[src/rtl/gate_exerciser_if.sv]
// gate_exerciser_if -- bundle of the exerciser's control, stimulus and result
// signals.
//   master : used by gate_exerciser.
//            inputs : start, op, out2
//            outputs: in1, in2, busy, done, pass, err_count, fail_valid,
//                     fail_vec
//   slave  : used by the environment, i.e. the host plus the gate under test.
//            Directions are the reverse of master.
interface gate_exerciser_if;
  logic       start;
  logic [2:0] op;
  logic       in1;
  logic       in2;
  logic       out2;
  logic       busy;
  logic       done;
  logic       pass;
  logic [7:0] err_count;
  logic       fail_valid;
  logic [1:0] fail_vec;

  modport master (
    input  start, op, out2,
    output in1, in2, busy, done, pass, err_count, fail_valid, fail_vec
  );

  modport slave (
    output start, op, out2,
    input  in1, in2, busy, done, pass, err_count, fail_valid, fail_vec
  );
endinterface

[src/rtl/gate_exerciser.sv]
// gate_exerciser -- sweeps a 2-input gate through {in2,in1} = 00,01,10,11.
// Each vector is held for STEP_CYCLES clocks, and the sweep is repeated
// NUM_PASSES times. At the last dwell cycle of each vector, the synchronized
// gate response is compared with the expected function selected by op. The
// block keeps a saturating mismatch count and the first failing vector.
//
// Ports:
//   clk   : sole clock, rising edge
//   rst_n : asynchronous active-low reset
//   bus   : gate_exerciser_if.master
//           start/op         : run request and gate function (latched at start)
//           in1/in2          : registered stimulus, 0 outside RUN
//           out2             : gate response, asynchronous to clk
//           busy/done/pass   : run status (done is a one-cycle pulse in FIN)
//           err_count        : saturating mismatch count
//           fail_valid/vec   : first mismatching vector
module gate_exerciser #(
  parameter int STEP_CYCLES = 8,
  parameter int NUM_PASSES  = 4
) (
  input  logic           clk,
  input  logic           rst_n,
  gate_exerciser_if.master bus
);

  typedef enum logic [1:0] {
    IDLE = 2'd0,
    RUN  = 2'd1,
    FIN  = 2'd2
  } state_t;

  localparam logic [7:0] DWELL_LAST = 8'(STEP_CYCLES - 1);
  localparam logic [6:0] PASS_LAST  = 7'(NUM_PASSES - 1);

  state_t     state;
  logic [2:0] op_q;
  logic [1:0] vec;
  logic [1:0] vec_inc;
  logic [7:0] dwell;
  logic [6:0] pass_cnt;
  logic       out2_p0;
  logic       out2_p1;
  logic       in1_q;
  logic       in2_q;
  logic       busy_q;
  logic       done_q;
  logic       pass_q;
  logic [7:0] err_q;
  logic       fail_valid_q;
  logic [1:0] fail_vec_q;

  logic       at_cmp;
  logic       mismatch;
  logic       last_cmp;
  logic [7:0] err_next;

  // Expected gate output for vector v; codes 6 and 7 fall back to AND.
  function automatic logic expected(input logic [2:0] f, input logic [1:0] v);
    logic a;
    logic b;
    a = v[0];
    b = v[1];
    case (f)
      3'd1:    return ~(a & b);
      3'd2:    return a | b;
      3'd3:    return ~(a | b);
      3'd4:    return a ^ b;
      3'd5:    return ~(a ^ b);
      default: return a & b;
    endcase
  endfunction

  function automatic logic [7:0] sat_inc(input logic [7:0] x);
    return (x == 8'hFF) ? x : x + 8'd1;
  endfunction

  // Stage p0/p1: two-flop synchronizer on the asynchronous gate response
  always_ff @(posedge clk or negedge rst_n) begin
    if (!rst_n) begin
      out2_p0 <= 1'b0;
      out2_p1 <= 1'b0;
    end else begin
      out2_p0 <= bus.out2;
      out2_p1 <= out2_p0;
    end
  end

  always_comb begin
    at_cmp   = (state == RUN) && (dwell == DWELL_LAST);
    mismatch = at_cmp && (out2_p1 != expected(op_q, vec));
    err_next = mismatch ? sat_inc(err_q) : err_q;
    last_cmp = at_cmp && (vec == 2'd3) && (pass_cnt == PASS_LAST);
    vec_inc  = vec + 2'd1;
  end

  // Stage p2: sequencer, compare and result registers
  always_ff @(posedge clk or negedge rst_n) begin
    if (!rst_n) begin
      state        <= IDLE;
      op_q         <= 3'd0;
      vec          <= 2'd0;
      dwell        <= 8'd0;
      pass_cnt     <= 7'd0;
      in1_q        <= 1'b0;
      in2_q        <= 1'b0;
      busy_q       <= 1'b0;
      done_q       <= 1'b0;
      pass_q       <= 1'b0;
      err_q        <= 8'd0;
      fail_valid_q <= 1'b0;
      fail_vec_q   <= 2'd0;
    end else begin
      case (state)
        IDLE: begin
          done_q <= 1'b0;
          if (bus.start) begin
            op_q         <= bus.op;
            err_q        <= 8'd0;
            fail_valid_q <= 1'b0;
            fail_vec_q   <= 2'd0;
            pass_q       <= 1'b0;
            vec          <= 2'd0;
            dwell        <= 8'd0;
            pass_cnt     <= 7'd0;
            in1_q        <= 1'b0;
            in2_q        <= 1'b0;
            busy_q       <= 1'b1;
            state        <= RUN;
          end
        end
        RUN: begin
          err_q <= err_next;
          if (mismatch && !fail_valid_q) begin
            fail_valid_q <= 1'b1;
            fail_vec_q   <= vec;
          end
          if (at_cmp) begin
            dwell <= 8'd0;
            vec   <= vec_inc;
            if (vec == 2'd3) begin
              pass_cnt <= pass_cnt + 7'd1;
            end
            if (last_cmp) begin
              // err_next already includes the final compare of the run.
              state  <= FIN;
              done_q <= 1'b1;
              pass_q <= (err_next == 8'd0);
              in1_q  <= 1'b0;
              in2_q  <= 1'b0;
            end else begin
              in1_q <= vec_inc[0];
              in2_q <= vec_inc[1];
            end
          end else begin
            dwell <= dwell + 8'd1;
          end
        end
        FIN: begin
          done_q <= 1'b0;
          busy_q <= 1'b0;
          state  <= IDLE;
        end
        default: begin
          state <= IDLE;
        end
      endcase
    end
  end

  assign bus.in1        = in1_q;
  assign bus.in2        = in2_q;
  assign bus.busy       = busy_q;
  assign bus.done       = done_q;
  assign bus.pass       = pass_q;
  assign bus.err_count  = err_q;
  assign bus.fail_valid = fail_valid_q;
  assign bus.fail_vec   = fail_vec_q;

endmodule

[src/flat_wrapper.sv]
// flat-port wrapper written by rule: the top's interface ports become plain ports
module gate_exerciser_flat 
#(
  parameter int STEP_CYCLES = 8,
  parameter int NUM_PASSES  = 4
)
  (clk, rst_n, bus_start, bus_op, bus_out2, bus_in1, bus_in2, bus_busy, bus_done, bus_pass, bus_err_count, bus_fail_valid, bus_fail_vec);
  gate_exerciser_if bus_i ();
  input  logic clk;
  input  logic rst_n;
  input wire logic [$bits(bus_i.start)-1:0] bus_start;
  input wire logic [$bits(bus_i.op)-1:0] bus_op;
  input wire logic [$bits(bus_i.out2)-1:0] bus_out2;
  output wire logic [$bits(bus_i.in1)-1:0] bus_in1;
  output wire logic [$bits(bus_i.in2)-1:0] bus_in2;
  output wire logic [$bits(bus_i.busy)-1:0] bus_busy;
  output wire logic [$bits(bus_i.done)-1:0] bus_done;
  output wire logic [$bits(bus_i.pass)-1:0] bus_pass;
  output wire logic [$bits(bus_i.err_count)-1:0] bus_err_count;
  output wire logic [$bits(bus_i.fail_valid)-1:0] bus_fail_valid;
  output wire logic [$bits(bus_i.fail_vec)-1:0] bus_fail_vec;
  assign bus_i.start = bus_start;
  assign bus_i.op = bus_op;
  assign bus_i.out2 = bus_out2;
  assign bus_in1 = bus_i.in1;
  assign bus_in2 = bus_i.in2;
  assign bus_busy = bus_i.busy;
  assign bus_done = bus_i.done;
  assign bus_pass = bus_i.pass;
  assign bus_err_count = bus_i.err_count;
  assign bus_fail_valid = bus_i.fail_valid;
  assign bus_fail_vec = bus_i.fail_vec;
  gate_exerciser #(.STEP_CYCLES(STEP_CYCLES), .NUM_PASSES(NUM_PASSES)) u_core (.clk(clk), .rst_n(rst_n), .bus(bus_i));
endmodule
[config.mk]
export PLATFORM = sky130hd
export DESIGN_NAME = gate_exerciser_flat
export DESIGN_NICKNAME = d
export VERILOG_FILES = /design/src/rtl/gate_exerciser_if.sv /design/src/rtl/gate_exerciser.sv /design/src/flat_wrapper.sv
export SDC_FILE = /design/constraint.sdc
export NUM_CORES = 1
export LEC_CHECK = 0
export CORE_MARGIN = 2
export CORE_UTILIZATION = 38
export DETAILED_ROUTE_END_ITERATION = 16
export GPL_ROUTABILITY_DRIVEN = 0
export PLACE_DENSITY_LB_ADDON = 0.05
export SYNTH_ARGS = -nofsm -noshare
export SYNTH_HDL_FRONTEND = slang
export SYNTH_SLANG_ARGS = --single-unit
[constraint.sdc]
create_clock -name clk -period 2.7 [get_ports clk]
set_input_delay 0.54 -clock clk [delete_from_list [all_inputs] [get_ports clk]]
set_output_delay 0.54 -clock clk [all_outputs]
set_load 0.01 [all_outputs]
==> flow_summary.ini, run 1 <==
[route]
viasPerCell = 5.45
routedWlPerCell_um = 14.9
finalWirelength_um = 5070
ant_nets = 0
detail_route.iter0.violations = 126
route.vias.total = 1857
drt_drc_violations_left = 0
drt_first_pass_iters = 4

[timing]
report.final.slew_viol_count = 0
relSlewSlack_pct = 40.3
final.setup_skew_ns = 0.00477
slew_at_the_pin_closest_to_its_max_slew_limit_ns = 0.896
fin_tns_setup_ns = 0
postLayoutSetupSlackWorst_ns = 0.284
finalHoldViolations = 0
worst_hold_slack_ns = 0.356
rsz0062_at_grt = false
max_freq_mhz = 414
min_period_over_period_pct = 89.5
finalSetupViolCount = 0
finalCriticalPeriod_ns = 2.42

[pwr]
total_switching_power_uw = 429
sw_frac_of_total_pct = 28.5
pwr-share-clk_pct = 33.1
seqPwrFrac_pct = 48.5
power.static_leakage_nw = 1.11
power_per_cell_area_nw_per_um2 = 563
total_power_mw = 1.50
internal-power_mw = 1.07
largest_vdd_supply_drop_uv = 264
comb_power_share_pct = 18.3

[setup_path]
crit-reg2reg-capture = u_core.bus.pass$_DFFE_PN0P_
worstPathRequired_ns = 2.88
critPathLaunchType = flop
delay_of_the_slowest_cell_on_the_worst_path_ns = 0.54
regToRegStartpoint = u_core.dwell[5]$_DFFE_PN0P_
most_frequent_cell_on_critical_path = sky130_fd_sc_hd__or3_1
cpLargestDelayFamily = simple AND/OR/NAND/NOR gates
critical_path.slowest_cell = sky130_fd_sc_hd__or3_1
worstPathMaxFanout = 9
source_of_the_critical_timing_path = u_core.dwell[5]$_DFFE_PN0P_
r2r.worst_path.cells = 6
endpoint_kind = flop
setup.worst_path.end = u_core.bus.pass$_DFFE_PN0P_
ff2ff_setup_slack_ns = 0.28
buffering_stage_count_on_the_worst_path_with_inverters_included = 0
critPathKind = reg2reg
number_of_cells_on_the_critical_path = 6
worst-endpoint-arrival_ns = 2.60
worstPathCellList = or3_1 > or3_1 > a2111oi_0 > a311oi_1 > o22ai_1 > o31ai_2

[status]
status = completed

[logic_synthesis]
synth_top_area_share_pct = 44.7
synth_async_sr_flop_share_pct = 100
synth.yosys.warnings = 0
synth_most_common_cell = sky130_fd_sc_hd__dfrtp_1
postSynth.topFlopCell = sky130_fd_sc_hd__dfrtp_1
yosysUniqueCellTypes = 49
yosys-top-cells-area = sky130_fd_sc_hd__dfrtp_1, sky130_fd_sc_hd__nand2_1, sky130_fd_sc_hd__o21ai_0
post_synth_instance_area_um2 = 2240
synth-edff-count = 0
synth.avg_cell_area_um2 = 9.25
synth_largest_area_cell = sky130_fd_sc_hd__dfrtp_1
postSynthRegisterBits = 40
yosys-top-cells-count = sky130_fd_sc_hd__dfrtp_1, sky130_fd_sc_hd__nand2_1, sky130_fd_sc_hd__o21ai_0, sky130_fd_sc_hd__nor2_1
synth-seq-area-share_pct = 44.7
syn-instance-count = 242
synth_fp_nets = 254

[global_routing]
grt_overflow_total = 0
grt_pass1_wl_um = 8700
grt_use_total_pct = 17.5
first_global_vias = 1817
initial_antenna_violation_count = 0
grt_max_degree = 41

[die]
initial_utilization_pct = 39.9
fp-row-count = 27
core_area_um2 = 5610
pin_count = 23
die_h_um = 80.8
die_x_um = 80.8
floorplan.die_area_um2 = 6520

[min_path]
timing.hold.worst.class = in2async

[clock_tree]
numCtsBuffers = 5
cts_tree = yes
clockBufferDepth = 2
cts.repair_timing.setup_buffer_count = 0
worst_skew_pair.late_latency_ns = 0.30
cts-htree-levels = 2
holdBufCountCts = 0
post_cts_resized = 0
cts.reportedPaths.clkPinSlew_ns = 0.08
root_buffer = sky130_fd_sc_hd__clkbuf_8
clkSinkCount = 40

[placed_design]
preCtsSetupSlack_ns = 0.267
post-dp-hpwl_um = 3710
numPortBuffers = 22

[finish]
finalNetCount = 280
area_growth_pct = 19.1
finalCoreUtilization_pct = 47.6
antenna_cells_inserted = 0
final_layout_size_suffix_gt1_share_pct = 7.81

[flow_run]
maxCapViolCount = 0
## power by group through the flow
stage / logic, mW / registers, mW / clock network, mW
2_1_floorplan: 0.140 / 0.731 / 0
3_3_place_gp: 0.279 / 0.741 / 0
3_5_place_dp: 0.278 / 0.740 / 0
4_1_cts: 0.278 / 0.729 / 0.517
5_1_grt: 0.303 / 0.736 / 0.551
6_report: 0.276 / 0.729 / 0.498
## layout make-up
class | instances | area, um^2
Clock buffer | 5 | 68.8
Clock inverter | 3 | 42.5
Fill cell | 565 | 2940
Inverter | 10 | 37.5
Multi-Input combinational cell | 182 | 1160
Sequential cell | 40 | 1000
Tap cell | 72 | 90.1
Timing Repair Buffer | 29 | 268
## metrics by stage
stage / instances / cell area [um^2]
6_report: 341 / 2670
5_1_grt: 341 / 2670
4_1_cts: 341 / 2670
3_5_place_dp: 333 / 2560
3_3_place_gp: 333 / 2560
2_1_floorplan: 242 / 2240
## how the worst min path moves through the flow
stage	end	slack [ns]	cells past startpoint
4_1_cts	u_core.out2_p1$_DFF_PN0_	0.36	0
5_1_grt	u_core.out2_p1$_DFF_PN0_	0.36	0
3_3_place_gp	u_core.out2_p1$_DFF_PN0_	0.34	0
6_report	u_core.op_q[1]$_DFFE_PN0P_	0.36	1
3_5_place_dp	u_core.out2_p1$_DFF_PN0_	0.34	0
2_1_floorplan	u_core.bus.busy$_DFFE_PN0P_	0.24	0
## cells by family after synthesis
family	share of synthesized area, %
simple gates	23.4
mux	3.18
fa+ha+maj	2.79
compound gates	18.1
xor+xnor	4.30
buf+inv	3.52
flops	44.7
## flip-flops by register name, indices dropped and copies added, names as in the netlist
register / count
u_core.bus.busy: 1
u_core.bus.done: 1
u_core.bus.err_count: 8
u_core.bus.fail_valid: 1
u_core.bus.fail_vec: 2
u_core.bus.in1: 1
u_core.bus.in2: 1
u_core.bus.pass: 1
u_core.dwell: 8
u_core.op_q: 3
u_core.out2_p0: 1
u_core.out2_p1: 1
u_core.pass_cnt: 7
u_core.state: 2
u_core.vec: 2
## per-layer routing
metal,share of wire (%),vias to the layer above,track usage [%]
met5,0,-,0
met2,46,39,27.1
met3,3.9,9,2.67
met4,1.9,0,7.63
met1,48,872,24.4
li1,-,937,-
## cells in the final DEF, fill, tap and decap left out, types with 8 or more instances in the layout
cell                              netlist  layout
sky130_fd_sc_hd__dfrtp_1               40      40
sky130_fd_sc_hd__nand4_1                8       8
sky130_fd_sc_hd__o21ai_0               19      19
sky130_fd_sc_hd__nand2_1               28      28
sky130_fd_sc_hd__inv_1                 10      10
sky130_fd_sc_hd__clkdlybuf4s50_1        0      21
sky130_fd_sc_hd__nor2_1                17      17
sky130_fd_sc_hd__nand2b_1               8       8
sky130_fd_sc_hd__nand3_1               10      10
Note: power is estimated with default switching activity, not from simulation.
==> run 2: changes to the inputs <==
--- a/config.mk
+++ b/config.mk
@@ -5,6 +5,7 @@
 export SDC_FILE = /design/constraint.sdc
 export NUM_CORES = 1
 export LEC_CHECK = 0
+export CAP_MARGIN = 20
 export CORE_MARGIN = 2
 export CORE_UTILIZATION = 38
 export DETAILED_ROUTE_END_ITERATION = 16
==> results of run 2 <==
The final DEF is identical to that of run 1; final timing and power are the same.
